<file path="src/rtl/uart_rx_digit_loader_pkg.sv">
// Shared types and constants for the UART digit loader.
// Build with UART_RX_PARITY_CHECK_EN defined for 8E1 framing with a PARITY state.
package uart_digit_pkg;

  localparam int OVERSAMPLE = 16;
  localparam int MID_SAMPLE = 8;

  localparam logic [7:0] ASCII_ZERO = 8'h30;
  localparam logic [7:0] ASCII_NINE = 8'h39;
  localparam logic [7:0] ASCII_CR   = 8'h0D;

  typedef enum logic [2:0] {
    IDLE,
    START,
    DATA,
`ifdef UART_RX_PARITY_CHECK_EN
    PARITY,
`endif
    STOP,
    WAIT_HIGH
  } rx_state_t;

  // Clocks per oversample tick, never below one.
  function automatic int calc_div(input int clk_hz, input int baud);
    int d;
    d = clk_hz / (baud * OVERSAMPLE);
    return (d < 1) ? 1 : d;
  endfunction

  function automatic logic is_digit(input logic [7:0] b);
    return (b >= ASCII_ZERO) && (b <= ASCII_NINE);
  endfunction

endpackage

</file>
<file path="src/rtl/uart_rx_digit_loader_if.sv">
// Serial input and display-side outputs of the digit loader.
// The loader is the master; the display/consumer side is the slave.
interface uart_rx_digit_loader_if;

  logic       rx;
  logic [3:0] digit1;
  logic [3:0] digit2;
  logic [3:0] digit3;
  logic [3:0] digit4;
  logic [7:0] rx_byte;
  logic       rx_valid;
  logic       frame_err;
  logic       cmd_err;
  logic       parity_err;

  modport master (
    input  rx,
    output digit1, digit2, digit3, digit4,
    output rx_byte, rx_valid, frame_err, cmd_err, parity_err
  );

  modport slave (
    output rx,
    input  digit1, digit2, digit3, digit4,
    input  rx_byte, rx_valid, frame_err, cmd_err, parity_err
  );

endinterface

</file>
<file path="src/rtl/uart_rx_digit_loader_baud_tick.sv">
// Oversample tick divider: one-cycle tick every DIV clocks.
// A synchronous restart holds the phase at zero so sampling aligns to the start edge.
module uart_baud_tick #(
  parameter int DIV = 325
) (
  input  logic Clk,
  input  logic reset,
  input  logic restart,
  output logic tick
);

  localparam int CW = (DIV > 1) ? $clog2(DIV) : 1;

  logic [CW-1:0] cnt_reg;
  logic          tick_reg;

  always_ff @(posedge Clk or negedge reset) begin
    if (!reset) begin
      cnt_reg  <= '0;
      tick_reg <= 1'b0;
    end else if (restart) begin
      cnt_reg  <= '0;
      tick_reg <= 1'b0;
    end else if (cnt_reg == CW'(DIV - 1)) begin
      cnt_reg  <= '0;
      tick_reg <= 1'b1;
    end else begin
      cnt_reg  <= cnt_reg + 1'b1;
      tick_reg <= 1'b0;
    end
  end

  assign tick = tick_reg;

endmodule

</file>
<file path="src/rtl/uart_rx_digit_loader.sv">
// UART receiver (16x oversampled) that turns ASCII digits into four committed BCD digits.
// Define UART_RX_PARITY_CHECK_EN for 8E1 framing with parity_err reporting.
module uart_rx_digit_loader
  import uart_digit_pkg::*;
#(
  parameter int CLK_FREQ_HZ = 50_000_000,
  parameter int BAUD        = 9600
) (
  input  logic                   Clk,
  input  logic                   reset,
  uart_rx_digit_loader_if.master bus
);

  localparam int DIV = calc_div(CLK_FREQ_HZ, BAUD);

  logic tick;
  logic baud_restart;

  uart_baud_tick #(.DIV(DIV)) u_baud_tick (
    .Clk     (Clk),
    .reset   (reset),
    .restart (baud_restart),
    .tick    (tick)
  );

  logic rx_meta_reg;
  logic rx_s_reg;

  always_ff @(posedge Clk or negedge reset) begin
    if (!reset) begin
      rx_meta_reg <= 1'b1;
      rx_s_reg    <= 1'b1;
    end else begin
      rx_meta_reg <= bus.rx;
      rx_s_reg    <= rx_meta_reg;
    end
  end

  rx_state_t  state_reg, state_next;
  logic [3:0] tick_cnt_reg, tick_cnt_next;
  logic [2:0] bit_idx_reg, bit_idx_next;
  logic [7:0] shift_reg, shift_next;
  logic [7:0] rx_byte_reg, rx_byte_next;
  logic       rx_valid_reg, rx_valid_next;
  logic       frame_err_reg, frame_err_next;
`ifdef UART_RX_PARITY_CHECK_EN
  logic       parity_bit_reg, parity_bit_next;
  logic       parity_err_reg, parity_err_next;
`endif

  always_ff @(posedge Clk or negedge reset) begin
    if (!reset) begin
      state_reg      <= IDLE;
      tick_cnt_reg   <= '0;
      bit_idx_reg    <= '0;
      shift_reg      <= '0;
      rx_byte_reg    <= '0;
      rx_valid_reg   <= 1'b0;
      frame_err_reg  <= 1'b0;
`ifdef UART_RX_PARITY_CHECK_EN
      parity_bit_reg <= 1'b0;
      parity_err_reg <= 1'b0;
`endif
    end else begin
      state_reg      <= state_next;
      tick_cnt_reg   <= tick_cnt_next;
      bit_idx_reg    <= bit_idx_next;
      shift_reg      <= shift_next;
      rx_byte_reg    <= rx_byte_next;
      rx_valid_reg   <= rx_valid_next;
      frame_err_reg  <= frame_err_next;
`ifdef UART_RX_PARITY_CHECK_EN
      parity_bit_reg <= parity_bit_next;
      parity_err_reg <= parity_err_next;
`endif
    end
  end

  always_comb begin
    state_next      = state_reg;
    tick_cnt_next   = tick_cnt_reg;
    bit_idx_next    = bit_idx_reg;
    shift_next      = shift_reg;
    rx_byte_next    = rx_byte_reg;
    rx_valid_next   = 1'b0;
    frame_err_next  = 1'b0;
    baud_restart    = 1'b0;
`ifdef UART_RX_PARITY_CHECK_EN
    parity_bit_next = parity_bit_reg;
    parity_err_next = 1'b0;
`endif

    case (state_reg)
      IDLE: begin
        // Holding the divider in restart makes the first START tick phase-locked to the edge.
        baud_restart  = 1'b1;
        tick_cnt_next = '0;
        if (!rx_s_reg) begin
          state_next = START;
        end
      end

      START: begin
        if (tick) begin
          if (tick_cnt_reg == 4'(MID_SAMPLE - 1)) begin
            tick_cnt_next = '0;
            if (!rx_s_reg) begin
              state_next   = DATA;
              bit_idx_next = '0;
            end else begin
              state_next = IDLE;
            end
          end else begin
            tick_cnt_next = tick_cnt_reg + 4'd1;
          end
        end
      end

      DATA: begin
        if (tick) begin
          if (tick_cnt_reg == 4'(OVERSAMPLE - 1)) begin
            tick_cnt_next = '0;
            shift_next    = {rx_s_reg, shift_reg[7:1]};
            bit_idx_next  = bit_idx_reg + 3'd1;
            if (bit_idx_reg == 3'd7) begin
`ifdef UART_RX_PARITY_CHECK_EN
              state_next = PARITY;
`else
              state_next = STOP;
`endif
            end
          end else begin
            tick_cnt_next = tick_cnt_reg + 4'd1;
          end
        end
      end

`ifdef UART_RX_PARITY_CHECK_EN
      PARITY: begin
        if (tick) begin
          if (tick_cnt_reg == 4'(OVERSAMPLE - 1)) begin
            tick_cnt_next   = '0;
            parity_bit_next = rx_s_reg;
            state_next      = STOP;
          end else begin
            tick_cnt_next = tick_cnt_reg + 4'd1;
          end
        end
      end
`endif

      STOP: begin
        if (tick) begin
          if (tick_cnt_reg == 4'(OVERSAMPLE - 1)) begin
            tick_cnt_next = '0;
`ifdef UART_RX_PARITY_CHECK_EN
            // A parity failure outranks a bad stop bit; only the route out depends on the line.
            if (parity_bit_reg != (^shift_reg)) begin
              parity_err_next = 1'b1;
              state_next      = rx_s_reg ? IDLE : WAIT_HIGH;
            end else
`endif
            if (rx_s_reg) begin
              rx_valid_next = 1'b1;
              rx_byte_next  = shift_reg;
              state_next    = IDLE;
            end else begin
              frame_err_next = 1'b1;
              state_next     = WAIT_HIGH;
            end
          end else begin
            tick_cnt_next = tick_cnt_reg + 4'd1;
          end
        end
      end

      WAIT_HIGH: begin
        if (rx_s_reg) begin
          state_next = IDLE;
        end
      end

      default: begin
        state_next = IDLE;
      end
    endcase
  end

  // Digit handling acts on the registered rx_valid pulse, so results land one cycle later.
  logic        byte_is_num;
  logic        byte_is_cr;
  logic [3:0]  new_digit;
  logic [15:0] buf_reg, buf_next;
  logic [15:0] digit_reg, digit_next;
  logic        cmd_err_reg;

  assign byte_is_num = is_digit(rx_byte_reg);
  assign byte_is_cr  = (rx_byte_reg == ASCII_CR);
  assign new_digit   = rx_byte_reg[3:0] - ASCII_ZERO[3:0];

  // Nibble gi holds digit gi+1 counting from the left; shifting pulls from the right neighbour.
  for (genvar gi = 0; gi < 4; gi++) begin : g_digit
    logic [3:0] shift_in;

    if (gi == 3) begin : g_last
      assign shift_in = new_digit;
    end else begin : g_inner
      assign shift_in = buf_reg[4*(gi+1) +: 4];
    end

    assign buf_next[4*gi +: 4] =
        !rx_valid_reg ? buf_reg[4*gi +: 4] :
        byte_is_num   ? shift_in :
        byte_is_cr    ? 4'd0 :
                        buf_reg[4*gi +: 4];

    assign digit_next[4*gi +: 4] =
        (rx_valid_reg && byte_is_cr) ? buf_reg[4*gi +: 4] : digit_reg[4*gi +: 4];
  end

  always_ff @(posedge Clk or negedge reset) begin
    if (!reset) begin
      buf_reg     <= '0;
      digit_reg   <= '0;
      cmd_err_reg <= 1'b0;
    end else begin
      buf_reg     <= buf_next;
      digit_reg   <= digit_next;
      cmd_err_reg <= rx_valid_reg && !byte_is_num && !byte_is_cr;
    end
  end

  assign bus.digit1    = digit_reg[3:0];
  assign bus.digit2    = digit_reg[7:4];
  assign bus.digit3    = digit_reg[11:8];
  assign bus.digit4    = digit_reg[15:12];
  assign bus.rx_byte   = rx_byte_reg;
  assign bus.rx_valid  = rx_valid_reg;
  assign bus.frame_err = frame_err_reg;
  assign bus.cmd_err   = cmd_err_reg;
`ifdef UART_RX_PARITY_CHECK_EN
  assign bus.parity_err = parity_err_reg;
`else
  assign bus.parity_err = 1'b0;
`endif

endmodule

</file>
<file path="src/flat_wrapper.sv">
// flat-port wrapper written by rule: the top's interface ports become plain ports
module uart_rx_digit_loader_flat import uart_digit_pkg::*;
#(
  parameter int CLK_FREQ_HZ = 50_000_000,
  parameter int BAUD        = 9600
)
  (Clk, reset, bus_rx, bus_digit1, bus_digit2, bus_digit3, bus_digit4, bus_rx_byte, bus_rx_valid, bus_frame_err, bus_cmd_err, bus_parity_err);
  uart_rx_digit_loader_if bus_i ();
  input  logic Clk;
  input  logic reset;
  input wire logic [$bits(bus_i.rx)-1:0] bus_rx;
  output wire logic [$bits(bus_i.digit1)-1:0] bus_digit1;
  output wire logic [$bits(bus_i.digit2)-1:0] bus_digit2;
  output wire logic [$bits(bus_i.digit3)-1:0] bus_digit3;
  output wire logic [$bits(bus_i.digit4)-1:0] bus_digit4;
  output wire logic [$bits(bus_i.rx_byte)-1:0] bus_rx_byte;
  output wire logic [$bits(bus_i.rx_valid)-1:0] bus_rx_valid;
  output wire logic [$bits(bus_i.frame_err)-1:0] bus_frame_err;
  output wire logic [$bits(bus_i.cmd_err)-1:0] bus_cmd_err;
  output wire logic [$bits(bus_i.parity_err)-1:0] bus_parity_err;
  assign bus_i.rx = bus_rx;
  assign bus_digit1 = bus_i.digit1;
  assign bus_digit2 = bus_i.digit2;
  assign bus_digit3 = bus_i.digit3;
  assign bus_digit4 = bus_i.digit4;
  assign bus_rx_byte = bus_i.rx_byte;
  assign bus_rx_valid = bus_i.rx_valid;
  assign bus_frame_err = bus_i.frame_err;
  assign bus_cmd_err = bus_i.cmd_err;
  assign bus_parity_err = bus_i.parity_err;
  uart_rx_digit_loader #(.CLK_FREQ_HZ(CLK_FREQ_HZ), .BAUD(BAUD)) u_core (.Clk(Clk), .reset(reset), .bus(bus_i));
endmodule
</file>
<file path="config.mk">
export PLATFORM = sky130hd
export DESIGN_NAME = uart_rx_digit_loader_flat
export DESIGN_NICKNAME = d
export VERILOG_FILES = /design/src/rtl/uart_rx_digit_loader_pkg.sv /design/src/rtl/uart_rx_digit_loader_if.sv /design/src/rtl/uart_rx_digit_loader_baud_tick.sv /design/src/rtl/uart_rx_digit_loader.sv /design/src/flat_wrapper.sv
export SDC_FILE = /design/constraint.sdc
export NUM_CORES = 1
export LEC_CHECK = 0
export ABC_AREA = 1
export CORE_ASPECT_RATIO = 1.2
export CORE_MARGIN = 1
export CORE_UTILIZATION = 43
export CTS_CLUSTER_DIAMETER = 50
export DETAILED_ROUTE_END_ITERATION = 10
export GPL_ROUTABILITY_DRIVEN = 1
export SLEW_MARGIN = 20
export SYNTH_ARGS = -nofsm -noshare
export SYNTH_HDL_FRONTEND = slang
export SYNTH_SLANG_ARGS = --single-unit
</file>
<file path="constraint.sdc">
create_clock -name Clk -period 1.6 [get_ports Clk]
set_input_delay 0.24 -clock Clk [delete_from_list [all_inputs] [get_ports Clk]]
set_output_delay 0.24 -clock Clk [all_outputs]
set_load 0.02 [all_outputs]
</file>
==> impl_metrics.prom <==
# TYPE chip_impl_metric gauge
chip_impl_info{name="run_status",value="completed"} 1
chip_impl_metric{name="area_of_the_die",unit="sq mm"} 0.00801
chip_impl_metric{name="postRouteAntennaNets",unit=""} 0
chip_impl_info{name="timing.critical_path.max_delay_family",value="buffers and inverters"} 1
chip_impl_metric{name="report.final.hold_viol_count",unit=""} 0
chip_impl_metric{name="initial_core_util",unit="%"} 45.0
chip_impl_metric{name="antenna-diode-count",unit=""} 0
chip_impl_metric{name="finalSetupViolations",unit=""} 0
chip_impl_metric{name="number_of_global_route_vias_before_repair",unit=""} 2427
chip_impl_metric{name="clock_pin_slew_of_the_registers_on_the_worst_case_setup_and_hold_paths",unit="ns"} 0.07
chip_impl_metric{name="whs_path_depth",unit=""} 1
chip_impl_metric{name="gp_congestion",unit=""} 0.827
chip_impl_metric{name="yosys_warnings",unit=""} 0
chip_impl_metric{name="syn_avg_cell_area",unit="sq um"} 8.89
chip_impl_metric{name="period_share",unit="%"} 97.4
chip_impl_metric{name="fmax",unit="GHz"} 0.642
chip_impl_metric{name="io_pins",unit=""} 31
chip_impl_metric{name="clock_skew",unit="ns"} 0.00917
chip_impl_info{name="cts_tree",value="yes"} 1
chip_impl_info{name="synth_largest_area_cell",value="sky130_fd_sc_hd__dfrtp_1"} 1
chip_impl_info{name="cts_root_buffer",value="sky130_fd_sc_hd__clkbuf_8"} 1
chip_impl_metric{name="syn_to_final_growth",unit="%"} 18.6
chip_impl_metric{name="cts_sinks",unit=""} 73
chip_impl_metric{name="worstSkewPairLatency",unit="ns"} 0.34
chip_impl_info{name="post_synth_main_area_contributors",value="sky130_fd_sc_hd__dfrtp_1 54%, sky130_fd_sc_hd__nand2_1 12%, sky130_fd_sc_hd__nand3_1 5.5%, sky130_fd_sc_hd__inv_1 5.4%, sky130_fd_sc_hd__o21ai_2 4.5%"} 1
chip_impl_info{name="crit_chain",value="clkdlybuf4s50_1"} 1
chip_impl_metric{name="num-fill-cells",unit=""} 714
chip_impl_metric{name="slew_violations",unit=""} 0
chip_impl_info{name="regToRegEndpoint",value="u_core.bus.rx_byte[0]"} 1
chip_impl_info{name="cp-end-kind",value="output port"} 1
chip_impl_metric{name="detailedRoute.firstIterationViolations",unit=""} 128
chip_impl_metric{name="r2r.worst_path.cells",unit=""} 7
chip_impl_info{name="synth_flop_cell",value="sky130_fd_sc_hd__dfrtp_1"} 1
chip_impl_metric{name="grt_max_degree",unit=""} 49
chip_impl_info{name="critical_path.startpoint_type",value="flip-flop"} 1
chip_impl_metric{name="synth.ff_latch_count",unit=""} 73
chip_impl_info{name="yosysMostFrequentCell",value="sky130_fd_sc_hd__nand2_1"} 1
chip_impl_metric{name="post_synth_instance_area",unit="sq mm"} 0.00329
chip_impl_metric{name="setup-tns-final",unit="ns"} 0
chip_impl_info{name="slowest_stage",value="sky130_fd_sc_hd__clkdlybuf4s50_1"} 1
chip_impl_metric{name="async_set_reset_flop_share_out_of_synthesis",unit="%"} 100
chip_impl_metric{name="worst-path-stages",unit=""} 1
chip_impl_metric{name="synth_top_area_share",unit="%"} 54.0
chip_impl_metric{name="p_per_area",unit="mW/mm^2"} 891
chip_impl_metric{name="drt_drc_violations_left",unit=""} 0
chip_impl_metric{name="tritoncts.num_buffers",unit=""} 9
chip_impl_metric{name="placementRows",unit=""} 34
chip_impl_metric{name="postSynthCellCount",unit=""} 370
chip_impl_metric{name="die_h",unit="um"} 97.8
chip_impl_info{name="hold_path_class",value="in2reg"} 1
chip_impl_metric{name="maximum_vdd_ir_drop",unit="uV"} 636
chip_impl_metric{name="crit_path_max_fanout",unit=""} 3
chip_impl_info{name="worst_flop_to_flop_path_startpoint",value="u_core.tick_cnt_reg[0]"} 1
chip_impl_metric{name="drv_cap",unit=""} 0
chip_impl_metric{name="grt_use_total",unit="%"} 16.8
chip_impl_metric{name="die_x",unit="um"} 81.9
chip_impl_metric{name="wire_length_of_the_first_global_routing_pass",unit="mm"} 10.5
chip_impl_metric{name="proportion_of_layout_cells_with_a_drive_suffix_above_1",unit="%"} 13.6
chip_impl_metric{name="peak_per_stage_delay_on_the_critical_path",unit="ns"} 0.61
chip_impl_info{name="synth.top_cells.by_count",value="106 x sky130_fd_sc_hd__nand2_1, 71 x sky130_fd_sc_hd__dfrtp_1, 47 x sky130_fd_sc_hd__inv_1"} 1
chip_impl_metric{name="via_per_inst",unit=""} 4.81
chip_impl_metric{name="synth_cell_types",unit=""} 26
chip_impl_info{name="hold_path.startpoint",value="bus_rx"} 1
chip_impl_metric{name="initial_antenna_violation_count",unit=""} 0
chip_impl_info{name="worstSetupPathType",value="reg2out"} 1
chip_impl_metric{name="htreeDepth",unit=""} 3
chip_impl_metric{name="timing.reg2reg.setup_slack",unit="ns"} 0.16
chip_impl_metric{name="cts.path.max_buffers",unit=""} 2
chip_impl_metric{name="port_buffers",unit=""} 29
chip_impl_metric{name="required",unit="ns"} 1.36
chip_impl_metric{name="number_of_flops_mapped_to_enable_cells_by_yosys",unit=""} 0
chip_impl_metric{name="fin_nets",unit=""} 416
chip_impl_metric{name="gr-total-overflow",unit=""} 0
chip_impl_metric{name="routed_wire_length_per_instance",unit="um"} 11.3
chip_impl_metric{name="post_route_minimum_period",unit="ns"} 1.56
chip_impl_metric{name="crit_buf_inv",unit=""} 1
chip_impl_info{name="hold-path-endpoint",value="u_core.rx_meta_reg"} 1
chip_impl_metric{name="power_leakage",unit="nW"} 1.98
chip_impl_metric{name="num_vias",unit=""} 2414
chip_impl_metric{name="core_area",unit="sq mm"} 0.00732
chip_impl_info{name="rsz0062_at_grt",value="false"} 1
chip_impl_metric{name="drt_pass1_iterations",unit=""} 4
chip_impl_metric{name="synth_seq_area_share",unit="%"} 55.6
chip_impl_metric{name="finalWirelength",unit="mm"} 5.70
chip_impl_metric{name="synth_fp_nets",unit=""} 378
chip_impl_metric{name="cp_data_arrival_time",unit="ns"} 1.32
chip_impl_metric{name="post-route-util",unit="%"} 53.3
chip_impl_metric{name="dpl.hpwl",unit="mm"} 4.03
-- stage by stage --
| step | total power, mW | worst slack (ns) | hold WS, ns | instance area [sq um] | cells |
|---|---|---|---|---|---|
| 6_report | 3.48 | 0.0415 | 0.305 | 3900 | 502 |
| 5_1_grt | 3.60 | 0.000530 | 0.292 | 3900 | 502 |
| 4_1_cts | 3.54 | 0.00319 | 0.288 | 3900 | 502 |
| 3_5_place_dp | 1.95 | 0.173 | 0.161 | 3680 | 486 |
| 3_3_place_gp | 1.95 | 0.192 | 0.167 | 3680 | 486 |
| 2_1_floorplan | 1.90 | 0.255 | -0.0556 | 3290 | 370 |
-- kinds of logic after synthesis --
family	count (synthesis)	share of synthesized area (%)
buffers and inverters	61	8.52
AND/OR/NAND/NOR	184	24.8
other	1	0.114
AO/OA/AOI/OAI	46	9.05
adder cells (fa/ha/maj)	5	1.90
flip-flops	73	55.6
-- layer usage --
metal  wire [um]  part of all wire, %  GRT usage, %  up-vias
met5           0                    0             0        -
met4          90                  1.6          8.10        0
met3         188                  3.3          3.46       12
met2        2690                   47          26.9       29
met1        2730                   48          21.2     1117
li1            -                    -             -     1256
-- what timing repair did --
| item | in CTS | in global routing |
|---|---|---|
| endpoints found under the setup margin | 7 | 2 |
| hold buffers | 1 | 0 |
| resized for setup | 7 | 2 |
| endpoints found under the hold margin | 20 | 0 |
| setup buffers | 0 | 0 |
-- worst max-delay path by stage --
stage | end | slack [ns] | startpoint
floorplan | u_core.buf_reg[10] | 0.26 | u_core.bus.rx_byte[6]
global route | bus_digit1[0] | 0.0005 | u_core.digit_reg[0]
global placement | u_core.bus.rx_byte[0] | 0.19 | u_core.tick_cnt_reg[0]
CTS | bus_rx_byte[7] | 0.003 | u_core.bus.rx_byte[7]
finish | bus_rx_byte[6] | 0.04 | u_core.bus.rx_byte[6]
detailed placement | u_core.bus.rx_byte[0] | 0.17 | u_core.tick_cnt_reg[0]
-- final cells by class --
type,instances,area [sq um],share of cell area (%)
sequential,73,1830,46.9
multi-input combinational,236,1180,30.3
timing repair buffer,37,372,9.52
inverter,51,191,4.91
clock buffer,10,138,3.53
tap,90,113,2.89
clock inverter,5,78.8,2.02
-- power by group --
group	leakage (nW)	internal [mW]	switching, mW
Clock	0.113	0.912	0.657
Sequential	0.998	1.85	0.000950
Combinational	0.865	0.0140	0.0443
-- cells in the final DEF, fill, tap and decap left out, types with 6 or more instances in the layout --
cell type / synthesis / final
sky130_fd_sc_hd__clkdlybuf4s50_1: 0 / 19
sky130_fd_sc_hd__dfrtp_1: 71 / 71
sky130_fd_sc_hd__clkbuf_8: 0 / 10
sky130_fd_sc_hd__nand2_1: 106 / 106
sky130_fd_sc_hd__o21ai_0: 17 / 17
sky130_fd_sc_hd__nand4_1: 7 / 7
sky130_fd_sc_hd__buf_4: 1 / 6
sky130_fd_sc_hd__nand3_1: 36 / 36
sky130_fd_sc_hd__a21oi_1: 7 / 7
sky130_fd_sc_hd__dlygate4sd2_1: 0 / 7
sky130_fd_sc_hd__o21ai_2: 17 / 17
sky130_fd_sc_hd__inv_1: 47 / 47
sky130_fd_sc_hd__nor2_1: 19 / 19
(Power assumes the default switching activity.)
